<file path="config.mk">
export PLATFORM = sky130hd
export DESIGN_NAME = fib_display_flat
export DESIGN_NICKNAME = d
export VERILOG_FILES = /design/src/rtl/fib_display_pkg.sv /design/src/rtl/fib_display_if.sv /design/src/rtl/seg7_decode.sv /design/src/rtl/fib_display.sv /design/src/flat_wrapper.sv
export SDC_FILE = /design/constraint.sdc
export NUM_CORES = 1
export LEC_CHECK = 0
export ABC_CLOCK_PERIOD_IN_PS = 2400
export BUFFER_PORTS_ARGS = -buffer_cell sky130_fd_sc_hd__buf_2
export CORE_UTILIZATION = 50
export DETAILED_ROUTE_END_ITERATION = 6
export GPL_TIMING_DRIVEN = 0
export PLACE_DENSITY = 0.71
export SLEW_MARGIN = 30
export SYNTH_ARGS = -nofsm -noshare
export SYNTH_HDL_FRONTEND = slang
export SYNTH_SLANG_ARGS = --single-unit
</file>
<file path="constraint.sdc">
create_clock -name clk -period 2.4 [get_ports clk]
set_input_delay 0.36 -clock clk [delete_from_list [all_inputs] [get_ports clk]]
set_output_delay 0.36 -clock clk [all_outputs]
set_load 0.01 [all_outputs]
</file>
<file path="src/rtl/fib_display_pkg.sv">
// Shared constants for the Fibonacci value display: FSM states, segment
// patterns, anode patterns and the double-dabble step helper.
package fib_display_pkg;

  localparam int VAL_W       = 6;
  localparam int SHIFT_COUNT = 6;
  localparam int CNT_W       = 3;
  localparam int SREG_W      = 8 + VAL_W;

  typedef enum logic [1:0] {
    IDLE   = 2'd0,
    SHIFT  = 2'd1,
    COMMIT = 2'd2
  } state_t;

  // Active-low segments, bit order g..a
  localparam logic [6:0] SEG_0   = 7'b1000000;
  localparam logic [6:0] SEG_1   = 7'b1111001;
  localparam logic [6:0] SEG_2   = 7'b0100100;
  localparam logic [6:0] SEG_3   = 7'b0110000;
  localparam logic [6:0] SEG_4   = 7'b0011001;
  localparam logic [6:0] SEG_5   = 7'b0010010;
  localparam logic [6:0] SEG_6   = 7'b0000010;
  localparam logic [6:0] SEG_7   = 7'b1111000;
  localparam logic [6:0] SEG_8   = 7'b0000000;
  localparam logic [6:0] SEG_9   = 7'b0010000;
  localparam logic [6:0] SEG_OFF = 7'b1111111;

  localparam logic [3:0] ONES_ON = 4'b1110;
  localparam logic [3:0] TENS_ON = 4'b1101;
  localparam logic [3:0] ALL_OFF = 4'b1111;

  // Double-dabble correction: a nibble of 5 or more would overflow past 9
  // once doubled, so bias it by 3 before the shift.
  function automatic logic [3:0] dd_adj(logic [3:0] n);
    return (n >= 4'd5) ? n + 4'd3 : n;
  endfunction

endpackage

</file>
<file path="src/rtl/fib_display_if.sv">
// Value input and 7-segment outputs of the display block.
interface fib_display_if;
  import fib_display_pkg::*;

  logic [VAL_W-1:0] value;
  logic [6:0]       seg;
  logic [3:0]       an;
  logic             dp;

  modport master (output value, input seg, an, dp);
  modport slave  (input value, output seg, an, dp);
endinterface

</file>
<file path="src/rtl/seg7_decode.sv">
// BCD digit to active-low 7-segment pattern; non-decimal codes blank.
module seg7_decode
  import fib_display_pkg::*;
(
  input  logic [3:0] digit,
  output logic [6:0] seg
);

  // Pure lookup from digit to segment pattern
  always_comb begin
    seg = SEG_OFF;
    case (digit)
      4'd0: seg = SEG_0;
      4'd1: seg = SEG_1;
      4'd2: seg = SEG_2;
      4'd3: seg = SEG_3;
      4'd4: seg = SEG_4;
      4'd5: seg = SEG_5;
      4'd6: seg = SEG_6;
      4'd7: seg = SEG_7;
      4'd8: seg = SEG_8;
      4'd9: seg = SEG_9;
      default: seg = SEG_OFF;
    endcase
  end

endmodule

</file>
<file path="src/rtl/fib_display.sv">
// Converts a 6-bit count to two BCD digits with a serial double-dabble and
// multiplexes them onto a 4-digit common-anode display, blanking a leading 0.
module fib_display
  import fib_display_pkg::*;
#(
  parameter int REFRESH_DIV = 100000
) (
  input  logic clk,
  input  logic rst,
  fib_display_if.slave d
);

  localparam int RW = (REFRESH_DIV > 1) ? $clog2(REFRESH_DIV) : 1;

  state_t            state, nstate;
  logic [VAL_W-1:0]  last_val;
  logic [SREG_W-1:0] sreg, adj;
  logic [CNT_W-1:0]  bit_cnt;
  logic [3:0]        tens, ones, digit;
  logic [RW-1:0]     rcnt;
  logic              sel;

  // BCD field sits above the binary bits; correct both nibbles before shifting
  assign adj = {dd_adj(sreg[SREG_W-1 -: 4]), dd_adj(sreg[SREG_W-5 -: 4]), sreg[VAL_W-1:0]};

  // State register
  always_ff @(posedge clk or negedge rst) begin
    if (!rst) state <= IDLE;
    else      state <= nstate;
  end

  // Next state: capture on change, six shifts, one commit, then recompare
  always_comb begin
    nstate = state;
    case (state)
      IDLE:    if (d.value != last_val) nstate = SHIFT;
      SHIFT:   if (bit_cnt == CNT_W'(SHIFT_COUNT - 1)) nstate = COMMIT;
      COMMIT:  nstate = IDLE;
      default: nstate = IDLE;
    endcase
  end

  // Conversion datapath; value is only looked at while idle
  always_ff @(posedge clk or negedge rst) begin
    if (!rst) begin
      last_val <= '0;
      sreg     <= '0;
      bit_cnt  <= '0;
      tens     <= '0;
      ones     <= '0;
    end else begin
      case (state)
        IDLE: if (d.value != last_val) begin
          last_val <= d.value;
          sreg     <= {8'd0, d.value};
          bit_cnt  <= '0;
        end
        SHIFT: begin
          sreg    <= adj << 1;
          bit_cnt <= bit_cnt + CNT_W'(1);
        end
        COMMIT: begin
          tens <= sreg[SREG_W-1 -: 4];
          ones <= sreg[SREG_W-5 -: 4];
        end
        default: ;
      endcase
    end
  end

  // Refresh divider toggling the active digit on each wrap
  always_ff @(posedge clk or negedge rst) begin
    if (!rst) begin
      rcnt <= '0;
      sel  <= 1'b0;
    end else if (rcnt == RW'(REFRESH_DIV - 1)) begin
      rcnt <= '0;
      sel  <= ~sel;
    end else begin
      rcnt <= rcnt + RW'(1);
    end
  end

  // Digit mux and anode select from registered state only
  always_comb begin
    digit = sel ? tens : ones;
    d.an  = ONES_ON;
    if (sel) d.an = (tens != 4'd0) ? TENS_ON : ALL_OFF;
  end

  seg7_decode u_dec (.digit(digit), .seg(d.seg));

  assign d.dp = 1'b1;

endmodule

</file>
<file path="src/flat_wrapper.sv">
// flat-port wrapper written by rule: the top's interface ports become plain ports
module fib_display_flat import fib_display_pkg::*;
#(
  parameter int REFRESH_DIV = 100000
)
  (clk, rst, d_value, d_seg, d_an, d_dp);
  fib_display_if d_i ();
  input  logic clk;
  input  logic rst;
  input wire logic [$bits(d_i.value)-1:0] d_value;
  output wire logic [$bits(d_i.seg)-1:0] d_seg;
  output wire logic [$bits(d_i.an)-1:0] d_an;
  output wire logic [$bits(d_i.dp)-1:0] d_dp;
  assign d_i.value = d_value;
  assign d_seg = d_i.seg;
  assign d_an = d_i.an;
  assign d_dp = d_i.dp;
  fib_display #(.REFRESH_DIV(REFRESH_DIV)) u_core (.clk(clk), .rst(rst), .d(d_i));
endmodule
</file>
Word level (Yosys, flattened, before mapping)
Memory sizes are Yosys's and may differ from the RTL's.
Index checks and enable logic that the tools add are counted.
{ "classes": {"addsub": 4, "n_mul": 0, "div": 0, "order_cmp": 2, "n_eq_ne": 7, "n_shift": 0, "mux": 13, "bitwise_logic": 1, "reduce_logical": 6} }
{ "ops": {"columns": ["op", "count"], "rows": [
  ["$pmux W14 S2", 1],
  ["$add A17 B1 Y17 const B", 1],
  ["$eq A17 B17 Y1 const B", 1],
  ["$mux W17", 1],
  ["$mux W14", 1],
  ["$mux W4", 3],
  ["$ge A4 B3 Y1 const B", 2],
  ["$mux W2", 3],
  ["$mux W3", 2],
  ["$ne A6 B6 Y1", 1],
  ["$pmux W3 S2", 1],
  ["$reduce_and A2 Y1", 3],
  ["$add A4 B2 Y4 const B", 1],
  ["$ne A2 B1 Y1 const B", 2],
  ["$pmux W2 S2", 1],
  ["$reduce_bool A4 Y1", 1],
  ["$add A3 B1 Y3 const B", 1],
  ["$add A3 B2 Y3 const B", 1],
  ["$eq A3 B3 Y1 const B", 1],
  ["$eq A2 B1 Y1 const B", 1],
  ["$eq A2 B2 Y1 const B", 1],
  ["$logic_not A2 Y1", 1],
  ["$reduce_bool A2 Y1", 1],
  ["$not A1 Y1", 1]
]} }
{ "totals": {"register_bits": 51, "latchBits": 0, "mem_bits_rw": 0, "rom_bits": 112, "in_bits": 8, "out_inout_bits": 12, "word_cells": 42, "mem_count": 1} }
{ "mem_list": {"columns": ["name", "depth", "width", "read_ports", "rd_ports_with_merged_regs", "wr", "line_no", "text"], "rows": [
  ["(name not given)", 16, 7, 1, 0, 0, "seg7_decode.sv:12", "case (digit)"]
]} }

Longest topological paths before layout
Gate-level depths: netlist of run 1.
{ "logic_depth": {"ltp_word": 3, "mapped_depth": 7, "ltp_nobuf": 6} }

Cells and area by module
From an unflattened synthesis of run 1, not the netlist that was laid out.
{ "hier_totals": {"cells_unflattened": 267, "hier_area_um2": 2830.2} }
{ "modules_own_cells": {"columns": ["module", "instances", "cells_per_inst", "area_each_um2", "seq_area_each_um2"], "rows": [
  ["fib_display", 1, 234, 2620.0, 1276.2],
  ["seg7_decode", 1, 33, 210.2, 0.0]
]} }

Worst setup path before layout of run 1
OpenSTA, ideal clock, no wires.
{ "synth_path": {"path_kind": "register -> output", "from": "register u_core.sel", "to": "output port d_seg[3]", "arrival_ns": 1.567, "required_ns": 2.040, "path_slack_ns": 0.473, "stages_incl_launch_ff": 8, "path_buffers": 1, "cell_sequence": "dfrtp_1 -> buf_2 -> mux2_2 -> inv_1 -> ha_1 -> nor2_1 -> o21a_1 -> a21oi_1"} }
{ "synth_via": {"elab_chain_cells": 2} }
{ "synth_rtl": {"columns": ["element", "line_no", "text"], "rows": [
  ["start, declared", "fib_display.sv:21", "logic sel;"],
  ["start signal, assigned", "fib_display.sv:78", "sel <= ~sel;"],
  ["$mux W4", "fib_display.sv:86", "digit = sel ? tens : ones;"],
  ["$mem_v2 Z16 W7", null, null],
  ["end, declared", "flat_wrapper.sv:11", "output wire logic [$bits(d_i.seg)-1:0] d_seg;"]
]} }
No other way between the ends.

Final worst setup path of run 1
{ "layout_path": {"from": "register u_core.sel", "to": "output port d_seg[1]"} }
Same word-level chain as after synthesis.

==> run_results.csv, run 1 <==
group,metric,value,unit
synth,synthAdderAreaFrac,0.0548,
drt,wl_per_cell,13.2,um
clock_tree,post-cts-setup-buffers,0,
synth,synth_compound_area_frac,0.133,
clock_tree,cts_max_level,2,
clock_tree,hold_buffers,0,
synth,synthArstFlopShare,1.00,
finish,drive_above_1_share,0.210,
finish,nets,305,
timing,rsz0062_at_grt,"false",
setup_path,rr_startpoint,"u_core.rcnt[0]",
setup_path,setup.worst_path.end_class,"output pin",
timing,setup_viol,0,
synth,syn_avg_cell_area,10.5,um^2
setup_path,cp-start-kind,"register",
clock_tree,cts_root_buf,"clkbuf_8",
pwr,p_total,3330,uW
global_routing,grt_use_total,0.184,
global_routing,grt_overflow,0,
synth,yosysSeqAreaShare,0.466,
global_routing,grt_pass1_wl,8530,um
clock_tree,insertion_delay,0.30,ns
job,cap_violations,0,
setup_path,worst-setup-path-type,"reg -> out",
synth,synth_area_leaders,"dfrtp_1, xnor2_1, ha_1",
synth,synth_edf_count,0,
timing,relSlewSlack,0.581,
timing,drv_slew,0,
floorplanning,dieArea,5780,um^2
drt,vias_per_cell,5.43,
floorplanning,start_util,0.526,
synth,synth_top_area_frac,0.466,
placement,gp_congestion,0.821,
drt,wl,4690,um
global_routing,antenna_found_initial,0,
synth,synth_most_common_cell,"dfrtp_1",
synth,ys.flop_type,"dfrtp_1",
timing,fin_setup_tns,0,ns
floorplanning,die_w,76.0,um
clock_tree,tritoncts,"yes",
drt,dr.first_iter.drc_count,76,
run_status,outcome,"finished, final reports clean",
setup_path,cp_max_fo,7,
floorplanning,core,5200,um^2
setup_path,worst-endpoint-required,2.04,ns
pwr,intPower,2120,uW
synth,ys_ff_latch,51,
synth,synth_top_family_by_area,"simple AND/OR/NAND/NOR gates",
pwr,p_sw_frac,0.364,
pwr,p_per_area,1090,nW/um^2
floorplanning,die_y,76.0,um
global_routing,grt_max_degree,52,
min_path,hp-class,"in -> async",
synth,netlist_area,2740,um^2
floorplanning,rows,26,
pwr,clkPwrFrac,0.182,
drt,drtAntennaViolNets,0,
timing,period_minus_slack,2.27,ns
finish,syn_to_final_growth,11.9,%
synth,yosys.area.top_type,"dfrtp_1",
synth,yosys.area_share.simple,0.148,
timing,finalHoldViolCount,0,
timing,max_freq,440,MHz
synth,synthMuxAreaShare,0.0717,
pwr,pwr-share-seq,0.395,
pwr,ir_drop,0.535,mV
drt,drcViolationCount,0,
clock_tree,cts_buffers,5,
setup_path,setup.worst_path.start,"u_core.sel",
finish,diodes,0,
timing,skew,0.0103,ns
pwr,p_leak,0.00139,uW
drt,vias,1932,
finish,nFillCells,457,
synth,ys_types,47,
clock_tree,clockBufferDepth,2,
pwr,p_comb_frac,0.422,
clock_tree,clkTransAtPathRegs,0.08,ns
timing,worstMarginPinSlew,0.629,ns
synth,ys_top_cells_by_count,"dfrtp_1, nor2_1, nand2_1",
synth,yosys_warnings,0,
placement,dp_hpwl,3280,um
synth,synthCells,260,
pwr,switchingPower,1210,uW
floorplanning,io-pin-count,20,
setup_path,arrival,1.91,ns
clock_tree,clkSinkCount,51,
placement,io_buffers,16,
drt,first_pass_iters,4,
timing,period_share,0.947,
global_routing,grt_pass1_vias,1860,
synth,synthXorXnorAreaFrac,0.0799,
finish,final_core_util,0.589,
-- final cells by class --
cell class	count	area [um^2]	area share
Multi-Input combinational cell	185	1380	0.449
Sequential cell	51	1280	0.416
Tap cell	70	87.6	0.0286
Clock buffer	6	82.6	0.0269
Timing Repair Buffer	16	82.6	0.0269
Buffer	13	75.1	0.0245
Inverter	13	48.8	0.0159
Clock inverter	2	35.0	0.0114
-- repair_timing --
action,CTS,global route
resized for setup,1,7
hold endpoints to repair,0,0
endpoints found under the setup margin,1,6
-- sequential cells by signal, summed over array words and instances, names as in the netlist --
| signal | cells |
|---|---|
| u_core.bit_cnt | 3 |
| u_core.last_val | 6 |
| u_core.ones | 4 |
| u_core.rcnt | 17 |
| u_core.sel | 1 |
| u_core.sreg | 14 |
| u_core.state | 2 |
| u_core.tens | 4 |
-- cell usage in the layout, fill, tap and decap left out, types with 3 or more instances in the layout --
cell      netlist  routed
xor2_1          6       6
a22oi_1         3       3
a31o_2          4       4
dfrtp_1        51      51
a22o_1          7       7
inv_1          13      12
and2_1          3       3
o21ai_0         8       8
clkbuf_1        3       3
clkbuf_8        0       6
nor2_1         22      22
a31oi_1         3       3
o41ai_1         5       5
a21oi_1        10       9
buf_4           5       7
nand3_1         4       4
mux2_2         13      12
nor3_1          3       3
nand2b_1        4       4
conb_1          1       3
nand4_1         6       6
ha_1           12      12
buf_2           4      18
nand2_1        21      21
xnor2_1        19      19
-- worst max-delay path: stages, from the launching register on --
cell	delay, ns
dfrtp_1	0.38
buf_4	0.18
mux2_4	0.35
inv_2	0.09
ha_1	0.26
nor2_1	0.11
o22ai_1	0.08
buf_2	0.16
-- routing by layer --
layer | global-route usage | up-vias | routed length, um
li1 | - | 962 | -
met1 | 0.243 | 929 | 2270
met2 | 0.303 | 35 | 2200
met3 | 0.0359 | 6 | 153
met4 | 0.0635 | 0 | 63
met5 | 0 | - | 0
-- final timing paths --
path                       slack [ns]  cells past startpoint                 end
hold reg to reg                  0.50                      1      u_core.sreg[0]
max in group asynchronous        1.90                      1      u_core.sreg[0]
setup reg to reg                 0.65                      5          u_core.sel
setup / recovery                 0.13                      7            d_seg[1]
min in group clk                 0.33                      3  u_core.last_val[5]
hold / removal                   0.07                      1   u_core.bit_cnt[2]
-- power groups by stage --
stage / Combinational [uW] / Sequential [uW] / Clock (uW)
detailed placement: 1380 / 1320 / 0
floorplan: 1080 / 1260 / 0
CTS: 1390 / 1300 / 631
global placement: 1340 / 1310 / 0
finish: 1410 / 1320 / 607
global route: 1590 / 1350 / 663
-- cells by family after synthesis --
family          after synthesis
xor+xnor                     25
buf+inv                      26
simple gates                 77
other cells                   1
fa+ha+maj                    12
mux                          18
compound gates               50
flops                        51
-- metrics by stage --
step                      cell area (um^2)  setup WS (ns)  hold WS [ns]  cells
after floorplan                       2750          0.473        0.0644    262
after global placement                2910          0.360         0.479    348
after detailed placement              2920          0.337         0.433    348
after CTS                             3040         0.0443        0.0977    356
after global routing                  3060         0.0175         0.129    356
final                                 3060          0.126        0.0748    356
No activity file was read; power rests on OpenSTA's default activity.
==> run 2: changes to the inputs <==
ABC_CLOCK_PERIOD_IN_PS = 2000   (was 2400)
PLACE_DENSITY = 0.74   (was 0.71)
clock period = 2 ns   (was 2.4 ns; I/O delays follow)
==> run 2 against run 1 <==
  * The flow now finishes with violations (negative setup slack)
  * Largest power group unchanged
  * Register-to-register slack worse by 0.38 ns
  * Routed wire length up 11%
  * Final cell count up 3.7%
  * Sequential cell count unchanged
  * Non-clock buffer count up 13
  * Clock skew down 0.0014 ns
  * Global-route usage up 0.99 points
==> run_results.csv, run 2 (same netlist as run 1, synthesis figures left out) <==
group,metric,value,unit
drt,drcViolationCount,0,
finish,syn_to_final_growth,18.0,%
placement,io_buffers,16,
clock_tree,clkTransAtPathRegs,0.09,ns
drt,dr.first_iter.drc_count,68,
finish,nFillCells,432,
placement,gp_congestion,0.757,
finish,final_common_cell,"dfrtp_1",
floorplanning,io-pin-count,20,
clock_tree,cts_max_level,2,
run_status,violations,"negative setup slack",
global_routing,grt_overflow,0,
drt,wl,5220,um
setup_path,crit_buf_inv,3,
job,cap_violations,0,
drt,wl_per_cell,14.1,um
setup_path,worst-endpoint-required,1.70,ns
global_routing,grt_pass1_vias,1979,
pwr,ir_drop,0.963,mV
finish,final_cell_mix,"dfrtp_1, nand2_1, nor2_1",
clock_tree,clockBufferDepth,2,
finish,largest_reg_flops,17,
setup_path,cp_max_fo,6,
timing,worstMarginPinSlew,0.622,ns
timing,skew,0.00884,ns
setup_path,arrival,1.88,ns
floorplanning,core,5200,um^2
timing,period_share,1.09,
timing,rsz0062_at_grt,"true",
floorplanning,die_w,76.0,um
finish,reg.largest.list,"u_core.rcnt: 17 flops, u_core.sreg: 14 flops, u_core.last_val: 6 flops",
drt,first_pass_iters,4,
setup_path,setup.worst_path.end_class,"output pin",
floorplanning,die_y,76.0,um
timing,period_minus_slack,2.18,ns
global_routing,antenna_found_initial,0,
drt,vias_per_cell,5.36,
clock_tree,cts_buffers,5,
floorplanning,dieArea,5780,um^2
setup_path,slowest_stage,"dfrtp_1",
clock_tree,hold_buffers,0,
pwr,p_per_area,1310,nW/um^2
timing,fin_ws,-0.179,ns
global_routing,grt_use_total,0.193,
clock_tree,tritoncts,"yes",
min_path,hp-class,"in -> async",
timing,drv_slew,0,
floorplanning,start_util,0.526,
setup_path,path_delay_family,"buffers and inverters",
timing,relSlewSlack,0.585,
run_status,outcome,"complete, but fails checks",
global_routing,grt_pass1_wl,9030,um
setup_path,cp-start-kind,"register",
drt,vias,1977,
placement,dp_hpwl,3300,um
clock_tree,clkSinkCount,51,
timing,finalHoldViolCount,0,
setup_path,worst-setup-path-type,"reg -> out",
clock_tree,cts_root_buf,"clkbuf_8",
finish,stdcell_count,369,
finish,drive_above_1_share,0.268,
finish,top_register,"u_core.rcnt",
global_routing,use_met3,0.0443,
global_routing,met2_usage,0.315,
global_routing,grt_max_degree,52,
finish,diodes,0,
timing,max_freq,459,MHz
drt,drtAntennaViolNets,0,
global_routing,grt.busiest_layer,"met2",
placement,dp.cells,348,
pwr,p_leak,0.00145,uW
global_routing,met1_usage,0.257,
setup_path,cp_slowest_stage_delay,0.37,ns
floorplanning,rows,26,
clock_tree,insertion_delay,0.31,ns
finish,final_core_util,0.621,
finish,nets,318,
placement,place_worst_setup_slack,0.000904,ns
setup_path,worstPathCellList,"buf_6 > buf_4 > mux2i_4 > nor2_2 > o21a_1 > a21oi_2 > buf_2",
timing,setup_viol,7,
-- run 2: cell count changes in the layout (fill, tap and decap cells not counted), moves of 3 or more --
cell   delta
buf_4    +10
buf_6     +3
ha_1      -3
ha_4      +3
-- run 2: metrics by stage --
stage               setup TNS [ns]  hold WS, ns  power [uW]  cell area [um^2]
floorplan                        0      0.00441        2820              2750
global placement                 0        0.475        3170              2910
detailed placement               0        0.370        3240              2920
CTS                         -0.572       0.0295        4110              3160
global route                 -1.48       0.0534        4570              3230
finish                      -0.872      0.00251        4250              3230
-- run 2: what timing repair did --
item	in CTS	in global routing
setup endpoints to repair	7	7
resized for setup	16	8
pin swaps	9	4
setup buffers	9	4
-- run 2: report_power, final --
| group | internal [uW] | switching [uW] | leakage [uW] |
|---|---|---|---|
| combinational | 986 | 1010 | 0.000746 |
| sequential | 1330 | 271 | 0.000655 |
| clock | 315 | 341 | 0.0000505 |
-- run 2: path summary, 6_finish.rpt --
check | from | endpoint | slack (ns) | cells past startpoint
max | u_core.sel | d_seg[3] | -0.18 | 7
min | rst | u_core.rcnt[8] | 0.003 | 1
max reg2reg | u_core.rcnt[0] | u_core.sel | 0.27 | 5
min reg2reg | u_core.rcnt[14] | u_core.rcnt[14] | 0.51 | 1
max in group asynchronous | rst | u_core.last_val[2] | 1.58 | 1
min in group clk | d_value[5] | u_core.last_val[5] | 0.25 | 3
-- run 2: routing by layer --
| layer | vias to the layer above | share of wire |
|---|---|---|
| li1 | 981 | - |
| met1 | 953 | 0.47 |
| met2 | 34 | 0.48 |
| met3 | 9 | 0.027 |
| met4 | 0 | 0.017 |
| met5 | - | 0 |
-- run 2: layout make-up --
type / count / area, um^2 / share of cell area
flip-flops and latches: 51 / 1280 / 0.395
plain buffers: 13 / 78.8 / 0.0244
repair buffers: 29 / 188 / 0.0581
inverters: 13 / 53.8 / 0.0166
clock buffers: 7 / 96.3 / 0.0298
well taps: 70 / 87.6 / 0.0271
multi-input cells: 185 / 1440 / 0.447
clock inverters: 1 / 7.51 / 0.00232
==> run 3: changes to the inputs <==
--- a/config.mk
+++ b/config.mk
@@ -9,2 +9,3 @@
 export BUFFER_PORTS_ARGS = -buffer_cell sky130_fd_sc_hd__buf_2
+export CORE_ASPECT_RATIO = 0.6
 export CORE_UTILIZATION = 50
@@ -16,2 +17,3 @@
 export SYNTH_HDL_FRONTEND = slang
+export SYNTH_HIERARCHICAL = 1
 export SYNTH_SLANG_ARGS = --single-unit
==> constraint.sdc (replaced) <==
create_clock -name clk -period 2 [get_ports clk]
set_input_delay 0.1 -clock clk [delete_from_list [all_inputs] [get_ports clk]]
set_output_delay 0.1 -clock clk [all_outputs]
set_load 0.01 [all_outputs]
==> run 3 against run 2 <==
  * The flow now finishes without violations
  * Sequential cell count stayed put
  * Core utilization down 2.0 points
  * Global-route usage grew 0.19 points
  * Critical endpoint unchanged
  * Highest routed layer unchanged
==> run_results.csv, run 3 <==
group,metric,value,unit
timing,skew,0.00327,ns
floorplanning,rows,20,
timing,relSlewSlack,0.581,
finish,reg.largest.list,"u_core/rcnt: 17 flops, u_core/sreg: 14 flops, u_core/last_val: 6 flops",
synth,ys_top_cells_by_count,"dfrtp_1, nor2_1, xnor2_1",
synth,ys.flop_type,"dfrtp_1",
synth,netlist_area,2830,um^2
synth,syn_avg_cell_area,10.6,um^2
timing,max_freq,512,MHz
finish,multi_input_comb_area,1430,um^2
drt,first_pass_iters,4,
pwr,intPower,2530,uW
pwr,p_leak,0.00140,uW
setup_path,ff2ff_setup_slack,0.28,ns
drt,vias_per_cell,5.45,
setup_path,reg2reg_to,"u_core/tens[1]",
finish,largest_reg_flops,17,
drt,vias,1974,
clock_tree,clkSinkCount,51,
floorplanning,dieArea,5980,um^2
floorplanning,die_y,60.3,um
placement,io_buffers,16,
setup_path,cp-start-kind,"register",
setup_path,setup.worst_path.start,"u_core/sel",
setup_path,setup.worst_path.end_class,"output pin",
synth,ys_ff_latch,51,
timing,setup_viol,0,
synth,ys_types,45,
finish,syn_to_final_growth,11.5,%
floorplanning,die_w,99.1,um
finish,diodes,0,
clock_tree,cts_max_level,2,
setup_path,worst-setup-path-type,"reg -> out",
pwr,pwr-share-seq,0.394,
synth,synth_most_common_cell,"dfrtp_1",
pwr,switchingPower,1530,uW
finish,nets,315,
clock_tree,tritoncts,"yes",
global_routing,grt_overflow,0,
finish,final_core_util,0.600,
global_routing,grt_pass1_vias,1905,
setup_path,cp_max_fo,5,
floorplanning,core,5260,um^2
setup_path,arrival,1.85,ns
job,cap_violations,0,
pwr,p_per_area,1290,nW/um^2
pwr,p_comb_frac,0.450,
global_routing,grt_use_total,0.195,
global_routing,grt_pass1_wl,9030,um
timing,finalHoldViolCount,0,
finish,final_cell_mix,"dfrtp_1, nor2_1, xnor2_1",
floorplanning,start_util,0.539,
drt,dr.first_iter.drc_count,88,
drt,drcViolationCount,0,
pwr,p_sw_frac,0.377,
pwr,ir_drop,0.622,mV
placement,dp.cells,351,
timing,rsz0062_at_grt,"true",
synth,synth_area_leaders,"dfrtp_1, mux2_2, xnor2_1",
timing,period_share,0.976,
timing,worstMarginPinSlew,0.629,ns
pwr,clkPwrFrac,0.156,
finish,regArea,1280,um^2
finish,drive_above_1_share,0.223,
placement,dp_hpwl,3710,um
setup_path,ff2ff_path_depth,4,
synth,yosysSeqAreaShare,0.451,
placement,gp_congestion,0.771,
timing,drv_slew,0,
finish,stdcell_count,362,
clock_tree,insertion_delay,0.30,ns
synth,yosys_warnings,6,
min_path,hp-class,"in -> reg",
setup_path,rr_startpoint,"u_core/state[0]",
setup_path,worst-endpoint-required,1.90,ns
finish,nFillCells,431,
drt,wl,5240,um
clock_tree,cts_root_buf,"clkbuf_8",
run_status,outcome,"finished, final reports clean",
clock_tree,clkTransAtPathRegs,0.08,ns
synth,yosys.area.top_type,"dfrtp_1",
synth,synth_top_area_frac,0.451,
drt,wl_per_cell,14.5,um
setup_path,endpoint,"d_seg[3]",
drt,drtAntennaViolNets,0,
synth,synthArstFlopShare,1.00,
global_routing,antenna_found_initial,0,
floorplanning,io-pin-count,20,
timing,fin_setup_tns,0,ns
finish,final_common_cell,"dfrtp_1",
global_routing,grt_max_degree,52,
clock_tree,cts_buffers,5,
clock_tree,clockBufferDepth,2,
synth,synthCells,267,
timing,period_minus_slack,1.95,ns
finish,top_register,"u_core/rcnt",
synth,synth_edf_count,0,
## run 3: how the worst min path moves through the flow
stage / startpoint / to / slack [ns] / cells after the start
after global placement: d_value[0] / u_core/last_val[0] / 0.34 / 3
after detailed placement: rst / u_core/bit_cnt[1] / 0.17 / 1
final: d_value[0] / u_core/last_val[0] / 0.06 / 3
after floorplan: rst / u_core/bit_cnt[0] / -0.20 / 0
after CTS: d_value[0] / u_core/last_val[0] / 0.05 / 3
after global routing: d_value[0] / u_core/last_val[0] / 0.04 / 3
## run 3: logic make-up after synthesis
| family | synth area share |
|---|---|
| simple gates | 0.154 |
| mux | 0.0818 |
| fa+ha+maj | 0.0530 |
| buf+inv | 0.0544 |
| compound gates | 0.130 |
| other cells | 0.00132 |
| flops | 0.451 |
| xor+xnor | 0.0743 |
## run 3: critical path, stage by stage, from the launching register on
cell	delay (ns)
dfrtp_2	0.46
mux2_4	0.35
ha_4	0.16
or2_1	0.22
a21oi_2	0.16
a31oi_1	0.05
buf_2	0.15
## run 3: per-stage QoR
step                power (uW)  cell area, um^2  setup slack [ns]  hold slack (ns)
floorplan                 2940             2840             0.316           -0.196
global placement          3310             3000             0.104            0.342
detailed placement        3410             3000            0.0731            0.171
CTS                       4070             3130           0.00953           0.0459
global route              4400             3160           -0.0430           0.0366
finish                    4070             3160            0.0474           0.0570
## run 3: final cells by class
| class | instances | area share |
|---|---|---|
| sequential | 51 | 0.405 |
| timing repair buffer | 20 | 0.0365 |
| multi-input combinational | 187 | 0.452 |
| clock buffer | 8 | 0.0317 |
| inverter | 17 | 0.0210 |
| tap | 66 | 0.0262 |
| buffer | 13 | 0.0274 |
## run 3: power by group through the flow
stage	registers [uW]	clock network [uW]	logic (uW)
final	1600	636	1830
after detailed placement	1620	0	1790
after floorplan	1540	0	1400
after CTS	1600	658	1810
after global routing	1640	708	2050
after global placement	1600	0	1710
## run 3: what timing repair did
action | CTS | global route
buffers inserted | 1 | 2
setup endpoints to repair | 7 | 5
gates resized for setup | 3 | 5
hold buffers | 1 | 0
pin swaps | 0 | 4
hold endpoints to repair | 51 | 0
## run 3: routing by layer
layer,track usage,part of all wire
met3,0.0456,0.049
met1,0.283,0.52
met5,0,0
met2,0.303,0.43
met4,0.0378,0.0019
